===== src/rtl/compress_sequencer.sv =====
// compress_sequencer: arms on a CPU request, waits for a frame boundary, starts the compressor
// and tracks completion by counting image-memory writes, with abort, pause and timeout.
module compress_sequencer #(
   parameter int NUM_PIXELS     = 1024,
   parameter int TIMEOUT_CYCLES = 2000000,
   parameter int SKIP_FRAMES    = 0
) (
   input  logic        clk,
   input  logic        rst_n,
   input  logic        ctrl_we,
   input  logic        ctrl_wdata,
   input  logic        frame_start,
   input  logic        pause_n,
   input  logic        pix_wr,
   output logic        compress_start,
   output logic        compress_req,
   output logic        busy,
   output logic        done,
   output logic        err_timeout,
   output logic [31:0] status
);
   localparam int PW = $clog2(NUM_PIXELS + 1);
   localparam int TW = $clog2(TIMEOUT_CYCLES + 1);
   localparam int SW = SKIP_FRAMES > 0 ? $clog2(SKIP_FRAMES + 1) : 1;
   typedef enum logic [1:0] {IDLE, ARM, START, RUN} state_t;
   state_t state;
   logic [PW-1:0] pix_cnt;
   logic [PW-1:0] pix_base;
   logic [TW-1:0] tmo_cnt;
   logic [SW-1:0] skip_cnt;
   logic req_wr;
   logic abort_wr;
   logic finish;
   logic timeout;
   assign req_wr   = ctrl_we & ctrl_wdata;
   assign abort_wr = ctrl_we & ~ctrl_wdata;
   // the START cycle counts from zero so a strobe landing there is not lost
   assign pix_base = (state == START) ? '0 : pix_cnt;
   assign finish   = pix_wr && (pix_base == PW'(NUM_PIXELS - 1));
   assign timeout  = (state == RUN) && (tmo_cnt == TW'(TIMEOUT_CYCLES - 1));
   assign status   = {29'b0, err_timeout, busy, compress_req};
   always_ff @(posedge clk or negedge rst_n) begin
      if (!rst_n) begin
         state          <= IDLE;
         pix_cnt        <= '0;
         tmo_cnt        <= '0;
         skip_cnt       <= '0;
         compress_start <= 1'b0;
         compress_req   <= 1'b0;
         busy           <= 1'b0;
         done           <= 1'b0;
         err_timeout    <= 1'b0;
      end else begin
         compress_start <= 1'b0;
         done           <= 1'b0;
         case (state)
            IDLE: if (req_wr) begin
               state        <= ARM;
               compress_req <= 1'b1;
               err_timeout  <= 1'b0;
               skip_cnt     <= SW'(SKIP_FRAMES);
            end
            ARM: if (abort_wr) begin
               state        <= IDLE;
               compress_req <= 1'b0;
            end else if (frame_start && pause_n) begin
               if (skip_cnt != '0) skip_cnt <= skip_cnt - SW'(1);
               else begin
                  state          <= START;
                  compress_start <= 1'b1;
                  busy           <= 1'b1;
               end
            end
            START, RUN: begin
               pix_cnt <= pix_base + PW'(pix_wr);
               tmo_cnt <= (state == START) ? '0 : tmo_cnt + TW'(1);
               // completion beats abort, abort beats timeout
               if (finish) begin
                  state        <= IDLE;
                  done         <= 1'b1;
                  compress_req <= 1'b0;
                  busy         <= 1'b0;
               end else if (abort_wr) begin
                  state        <= IDLE;
                  compress_req <= 1'b0;
                  busy         <= 1'b0;
               end else if (timeout) begin
                  state        <= IDLE;
                  compress_req <= 1'b0;
                  busy         <= 1'b0;
                  err_timeout  <= 1'b1;
               end else state <= RUN;
            end
            default: state <= IDLE;
         endcase
      end
   end
endmodule


===== config.mk =====
export PLATFORM = sky130hd
export DESIGN_NAME = compress_sequencer
export DESIGN_NICKNAME = d
export VERILOG_FILES = /design/src/rtl/compress_sequencer.sv
export SDC_FILE = /design/constraint.sdc
export NUM_CORES = 1
export LEC_CHECK = 0
export CAP_MARGIN = 10
export CORE_ASPECT_RATIO = 0.7
export CORE_MARGIN = 4
export CORE_UTILIZATION = 52
export DETAILED_ROUTE_END_ITERATION = 16
export PLACE_DENSITY = 0.8
export SYNTH_ARGS = -nofsm -noshare
export SYNTH_HDL_FRONTEND = slang
export SYNTH_SLANG_ARGS = --single-unit

===== constraint.sdc =====
create_clock -name clk -period 2.85 [get_ports clk]
set_input_delay 0.57 -clock clk [delete_from_list [all_inputs] [get_ports clk]]
set_output_delay 0.57 -clock clk [all_outputs]
set_load 0.02 [all_outputs]

==> results of run 1 <==
[layout by cell type (no fill, tap or decap), drive strengths merged, types with 2 or more instances in the layout]
master | netlist | final
a21oi | 10 | 10
and2 | 3 | 3
and3 | 2 | 2
and4 | 2 | 2
buf | 34 | 4
clkbuf | 7 | 7
clkdlybuf4s50 | 0 | 13
conb | 1 | 29
dfrtp | 39 | 39
ha | 3 | 3
inv | 6 | 6
mux2 | 2 | 2
nand2 | 19 | 19
nand2b | 2 | 2
nand3 | 14 | 14
nand4 | 10 | 10
nor2 | 20 | 20
nor2b | 4 | 4
nor3 | 9 | 9
nor3b | 2 | 2
nor4 | 5 | 5
o21ai | 13 | 13
o31ai | 4 | 4
or3 | 5 | 5
or4 | 4 | 4
or4b | 2 | 2
xnor2 | 10 | 10
xor2 | 6 | 6
[sequential cells by signal, summed over array words and instances (netlist names)]
signal,cells
pix_cnt,11
busy,1
err_timeout,1
state,2
compress_start,1
tmo_cnt,21
done,1
compress_req,1
[per-stage QoR]
step,std cells,area [µm²],utilization,hold slack [ps]
detailed placement,308,2350,0.574,520
global placement,308,2350,0.574,491
global route,316,2450,0.600,466
finish,316,2450,0.600,383
CTS,316,2450,0.600,411
floorplan,280,2400,-,274
[worst max path at each step]
stage                           from           to  slack [ps]  depth (start not counted)
after floorplan             state[1]   pix_cnt[5]         820                          9
after global placement        pix_wr  pix_cnt[10]         700                          7
after detailed placement      pix_wr  pix_cnt[10]         590                          7
after CTS                 tmo_cnt[8]  tmo_cnt[19]         750                          4
after global routing      tmo_cnt[7]  tmo_cnt[20]         630                          4
final                     tmo_cnt[8]  tmo_cnt[19]         710                          4
[worst max-delay path: stages, from the launching register on]
cell	delay [ps]
dfrtp_1	470
nand4_1	270
or4_1	710
or4_1	440
a21oi_1	170
[routing by layer]
| layer | global-route usage | up-vias | wire [µm] |
|---|---|---|---|
| li1 | - | 847 | - |
| met5 | 0 | - | 0 |
| met3 | 0.0482 | 7 | 292 |
| met2 | 0.248 | 52 | 2130 |
| met4 | 0.0479 | 0 | 42 |
| met1 | 0.265 | 879 | 2280 |
[power groups by stage]
stage | clock (mW) | sequential (mW) | combinational [mW]
6_report | 0.410 | 0.703 | 0.481
5_1_grt | 0.446 | 0.715 | 0.528
4_1_cts | 0.418 | 0.703 | 0.479
3_5_place_dp | 0 | 0.713 | 0.476
3_3_place_gp | 0 | 0.708 | 0.464
2_1_floorplan | 0 | 0.713 | 0.350
[synth_stat cells (2+ instances only)]
cell and number:
a21oi_1 10, and2_1 3, and3_1 2, buf_4 32, clkbuf_1 7, dfrtp_1 39
ha_1 3, inv_1 6, mux2_2 2, nand2_1 19, nand2b_1 2, nand3_1 14
nand4_1 9, nor2_1 20, nor2b_1 4, nor3_1 8, nor3b_1 2, nor4_1 5
o21ai_0 13, o31ai_1 4, or3_1 4, or4_1 4, xnor2_1 10, xor2_1 6
[cell type report]
type	count	area, µm²	area share
multi-input cells	194	1130	0.460
flip-flops and latches	39	976	0.398
repair buffers	17	158	0.0643
clock buffers	7	96.3	0.0393
well taps	52	65.1	0.0265
inverters	6	22.5	0.00918
clock inverters	1	7.51	0.00306
[logic make-up after synthesis]
family                     count (synthesis)
buffers and inverters                     47
xor gates and xnor gates                  16
muxes                                      3
DFF                                       39
other                                      1
and+or+nand+nor                          106
adders and majority gates                  3
AOI/OAI and AO/OA                         37
==> reports/results.tsv, run 1 <==
metric	value	unit
Tmin final	2140	ps
post-synth top area cell	dfrtp_1	
total track usage	0.177	
Area contributors post-synth	dfrtp_1 (43%), buf_4 (10%), xnor2_1 (3.8%), nor2_1 (3.3%), nand2_1 (3.1%)	
Max Fanout on Critical Path	8	
row count	19	
NetSw	565	µW
status	completed	
CP Capture Type	register	
Setup crit start kind	register	
Reg2Reg Capture Point	tmo_cnt[19]	
CTS H-tree lvls	2	
# IOs	44	
largest family of logic cells by synthesized area	simple AND/OR/NAND/NOR gates	
EDFF count, synth	0	
final count of negative-setup-slack endpoints	0	
final global-route overflow total	0	
core box area	0.00409	mm²
Post-synth top flop	dfrtp_1	
first-pass GRT wire length	7790	µm
TritonCTS clock tree	yes	
sw frac	0.354	
P_leak	1.03	nW
sequential share of the synthesized area	0.425	
RePlAce Congestion	0.895	
area delta synth->final	6.81	%
max-cap check violation count	0	
largest net degree at the start of global routing	40	
Post-Synth Simple-Gate Area	0.254	
final worst setup slack	713	ps
vias in the first global route	1579	
Slew Viols, Final	0	
PortBufs	14	
combinational share of power	0.302	
synthesis-stage register bit count	39	
clock share of power	0.257	
Setup TNS Final	0	ps
CTS buffer count	5	
antenna cells	0	
Yosys cell types	48	
complex-gate fraction of the synthesized area	0.0981	
Reg power frac	0.441	
DRC viols	0	
effective utilization at floorplan	0.562	
Power, Total	1.59	mW
Resized cells post-CTS	0	
CTS Hold Bufs	0	
chip width	87.4	µm
Via density	5.65	
CTS max path bufs	2	
Worst Path Arrival	2350	ps
final worst-path cycle share	0.750	
Post-DRT Antenna Nets	0	
DR iter-0 viols	137	
Pwr Density	650	mW/mm²
Die Ht	63.6	µm
worst min-delay path category	in2async	
Avg Cell Area, Syn	9.11	µm²
Worst VDD drop	0.000493	V
share of post-route cells with drive strength above 1	0.0833	
dpl hpwl	3480	µm
Peak Freq	0.468	GHz
WS Path Type	reg2reg	
pre-CTS WS	595	ps
Fill cells	361	
die area	0.00556	mm²
DR pass1 iterations	4	
Post-Route WL	4750	µm
initial antenna violation count	0	
Final Hold Viols	0	
Max transition margin	0.417	
nets@finish	273	
DR WL/cell	15.0	µm
vias	1785	
later-pin clock latency in the skew report	290	ps
adder-cell area share of the yosys netlist	0.0163	
CTS Sinks	39	
skew final	6.21	ps
Clock Root Buffer	clkbuf_8	
Critical Path RT	3060	ps
Mapped Area	0.00230	mm²
cell-internal power	1.03	mW
actual slew at the worst max-slew pin	875	ps
RSZ-0062 raised after global routing	false	
Worst-path clk slew	80	ps
post-synthesis mux area share	0.0142	
area share of the largest cell type after synthesis	0.425	
XOR/XNOR share of the synthesized area	0.0610	
Synthesis Warnings	0	
Post-CTS Setup Repair Bufs	0	
R2R depth	4	
Async SR Flop Fraction	1.00	
r2r setup slk	710	ps
RR Startpoint	tmo_cnt[8]	
Syn Inst Count	252	
No activity file was read; power rests on OpenSTA's default activity.
==> run 2, diff against run 1 <==
Clock period 2.85 ns to 2.1 ns, I/O delays scaled along.
==> run 2 against run 1 <==
- clock power is 48% higher
- worst hold slack worse by 210 ps
- sequential share of layout area is 1.5 points lower
- setup slack worse by 600 ps
- critical path type unchanged
- wire length is 6.0% higher
- count of clock-buffer cells in the layout is 1 lower
- highest routed layer unchanged
- core utilization is 2.3 points higher
- final area is 3.9% higher
- maximum frequency is 7.8% higher
- combinational power is 42% higher
- clock skew is 1.5 ps lower
- first-iteration DRC count is 60% higher
==> reports/results.tsv, run 2 (same netlist as run 1, synthesis figures left out) <==
metric	value	unit
crit path launch	tmo_cnt[13]	
RSZ-0062 raised after global routing	false	
final global-route overflow total	0	
Slew Viols, Final	0	
Worst Path Arrival	2150	ps
area delta synth->final	11.0	%
r2r setup slk	120	ps
DR iter-0 viols	219	
Setup crit start kind	register	
final worst-path cycle share	0.944	
cell-internal power	1.48	mW
largest net degree at the start of global routing	40	
DRC viols	0	
P_leak	1.09	nW
RR Startpoint	tmo_cnt[13]	
CTS H-tree lvls	2	
Largest Register	tmo_cnt	
Pwr Density	889	mW/mm²
Clock Root Buffer	clkbuf_8	
critical path's largest stage delay	550	ps
TritonCTS clock tree	yes	
max-cap check violation count	0	
final count of negative-setup-slack endpoints	0	
Post-CTS Setup Repair Bufs	0	
post-layout util	0.623	
DR WL/cell	15.4	µm
DR pass1 iterations	4	
R2R depth	4	
Via density	5.56	
Setup TNS Final	0	ps
# IOs	44	
Worst-path clk slew	70	ps
first-pass GRT wire length	8400	µm
dpl hpwl	3550	µm
vias	1818	
antenna cells	0	
Worst VDD drop	0.000934	V
CP Capture Type	register	
total track usage	0.191	
Final Hold Viols	0	
die area	0.00556	mm²
nets@finish	285	
PortBufs	14	
initial antenna violation count	0	
Die Ht	63.6	µm
skew final	4.74	ps
core box area	0.00409	mm²
Reg2Reg Capture Point	compress_req	
Critical Path RT	2270	ps
WS Path Type	reg2reg	
NetSw	782	µW
Tmin final	1980	ps
sw frac	0.345	
Regs by FF count	tmo_cnt: 21 flops, pix_cnt: 11 flops, state: 2 flops	
CTS Sinks	39	
Peak Freq	0.504	GHz
Fill cells	345	
Max Fanout on Critical Path	5	
effective utilization at floorplan	0.562	
clock share of power	0.268	
Post-DRT Antenna Nets	0	
share of post-route cells with drive strength above 1	0.120	
most frequent cells in the layout	dfrtp_1 (39), conb_1 (29), nor2_1 (20)	
critical path cell sequence	or4b_1 -> or4_1 -> nor3_2 -> o32ai_1	
most common cell after layout, fill and taps aside	dfrtp_1	
max FFs per register	21	
worst min-delay path category	in2async	
Post-Route WL	5030	µm
Reg power frac	0.430	
later-pin clock latency in the skew report	300	ps
RePlAce Congestion	0.936	
CTS buffer count	5	
row count	19	
chip width	87.4	µm
crit path max-delay cell type	or4b_1	
combinational share of power	0.303	
vias in the first global route	1723	
CTS max path bufs	2	
status	completed	
run 2: changes by cell type in the layout (fill, tap and decap cells not counted), sizes merged:
cell / delta
clkinvlp: -1
bufinv: +1
clkbuf: -1
buf: +12
run 2: metrics by stage:
stage / hold slack (ps) / total power [mW] / cell area [µm²] / std cells / worst slack [ps]
after floorplan: 124 / 1.44 / 2400 / 280 / 70.5
after global placement: 492 / 1.63 / 2440 / 320 / 106
after detailed placement: 504 / 1.66 / 2440 / 320 / 23.7
after CTS: 183 / 2.26 / 2540 / 327 / 123
after global routing: 206 / 2.40 / 2550 / 327 / 6.27
final: 170 / 2.26 / 2550 / 327 / 117
run 2: worst max-delay path by stage:
| stage | to | slack [ps] | cells past startpoint |
|---|---|---|---|
| global placement | pix_cnt[5] | 110 | 6 |
| global route | tmo_cnt[20] | 6 | 4 |
| CTS | state[0] | 120 | 4 |
| floorplan | pix_cnt[5] | 70 | 9 |
| finish | compress_req | 120 | 4 |
| detailed placement | pix_cnt[8] | 20 | 7 |
run 2: metal layers:
layer	GRT usage	wire length, µm	up-vias
li1	-	-	864
met5	0	0	-
met3	0.0482	399	7
met4	0.0632	64	0
met1	0.287	2290	867
met2	0.265	2280	80
run 2: worst max-delay path: cells and delay by family (launching register included):
kind               cells  cell delay, ps
AOI/OAI and AO/OA      1             120
and+or+nand+nor        3            1360
DFF                    1             380
run 2: timing repair:
action / in CTS / in global routing
hold buffers: 0 / 0
gates resized for setup: 0 / 1
endpoints found under the setup margin: 0 / 1
run 2: layout make-up:
cell class / instances / area (µm²) / area share
clock inverter: 1 / 30.0 / 0.0118
tap: 52 / 65.1 / 0.0255
multi-input combinational: 194 / 1130 / 0.445
sequential: 39 / 976 / 0.383
timing repair buffer: 29 / 248 / 0.0972
inverter: 6 / 22.5 / 0.00884
clock buffer: 6 / 72.6 / 0.0285
run 2: power groups by stage:
stage               combinational, mW  clock [mW]  sequential [mW]
finish                          0.685       0.606            0.972
global route                    0.756       0.652            0.987
CTS                             0.678       0.615            0.969
detailed placement              0.674           0            0.984
global placement                0.655           0            0.970
floorplan                       0.474           0            0.967
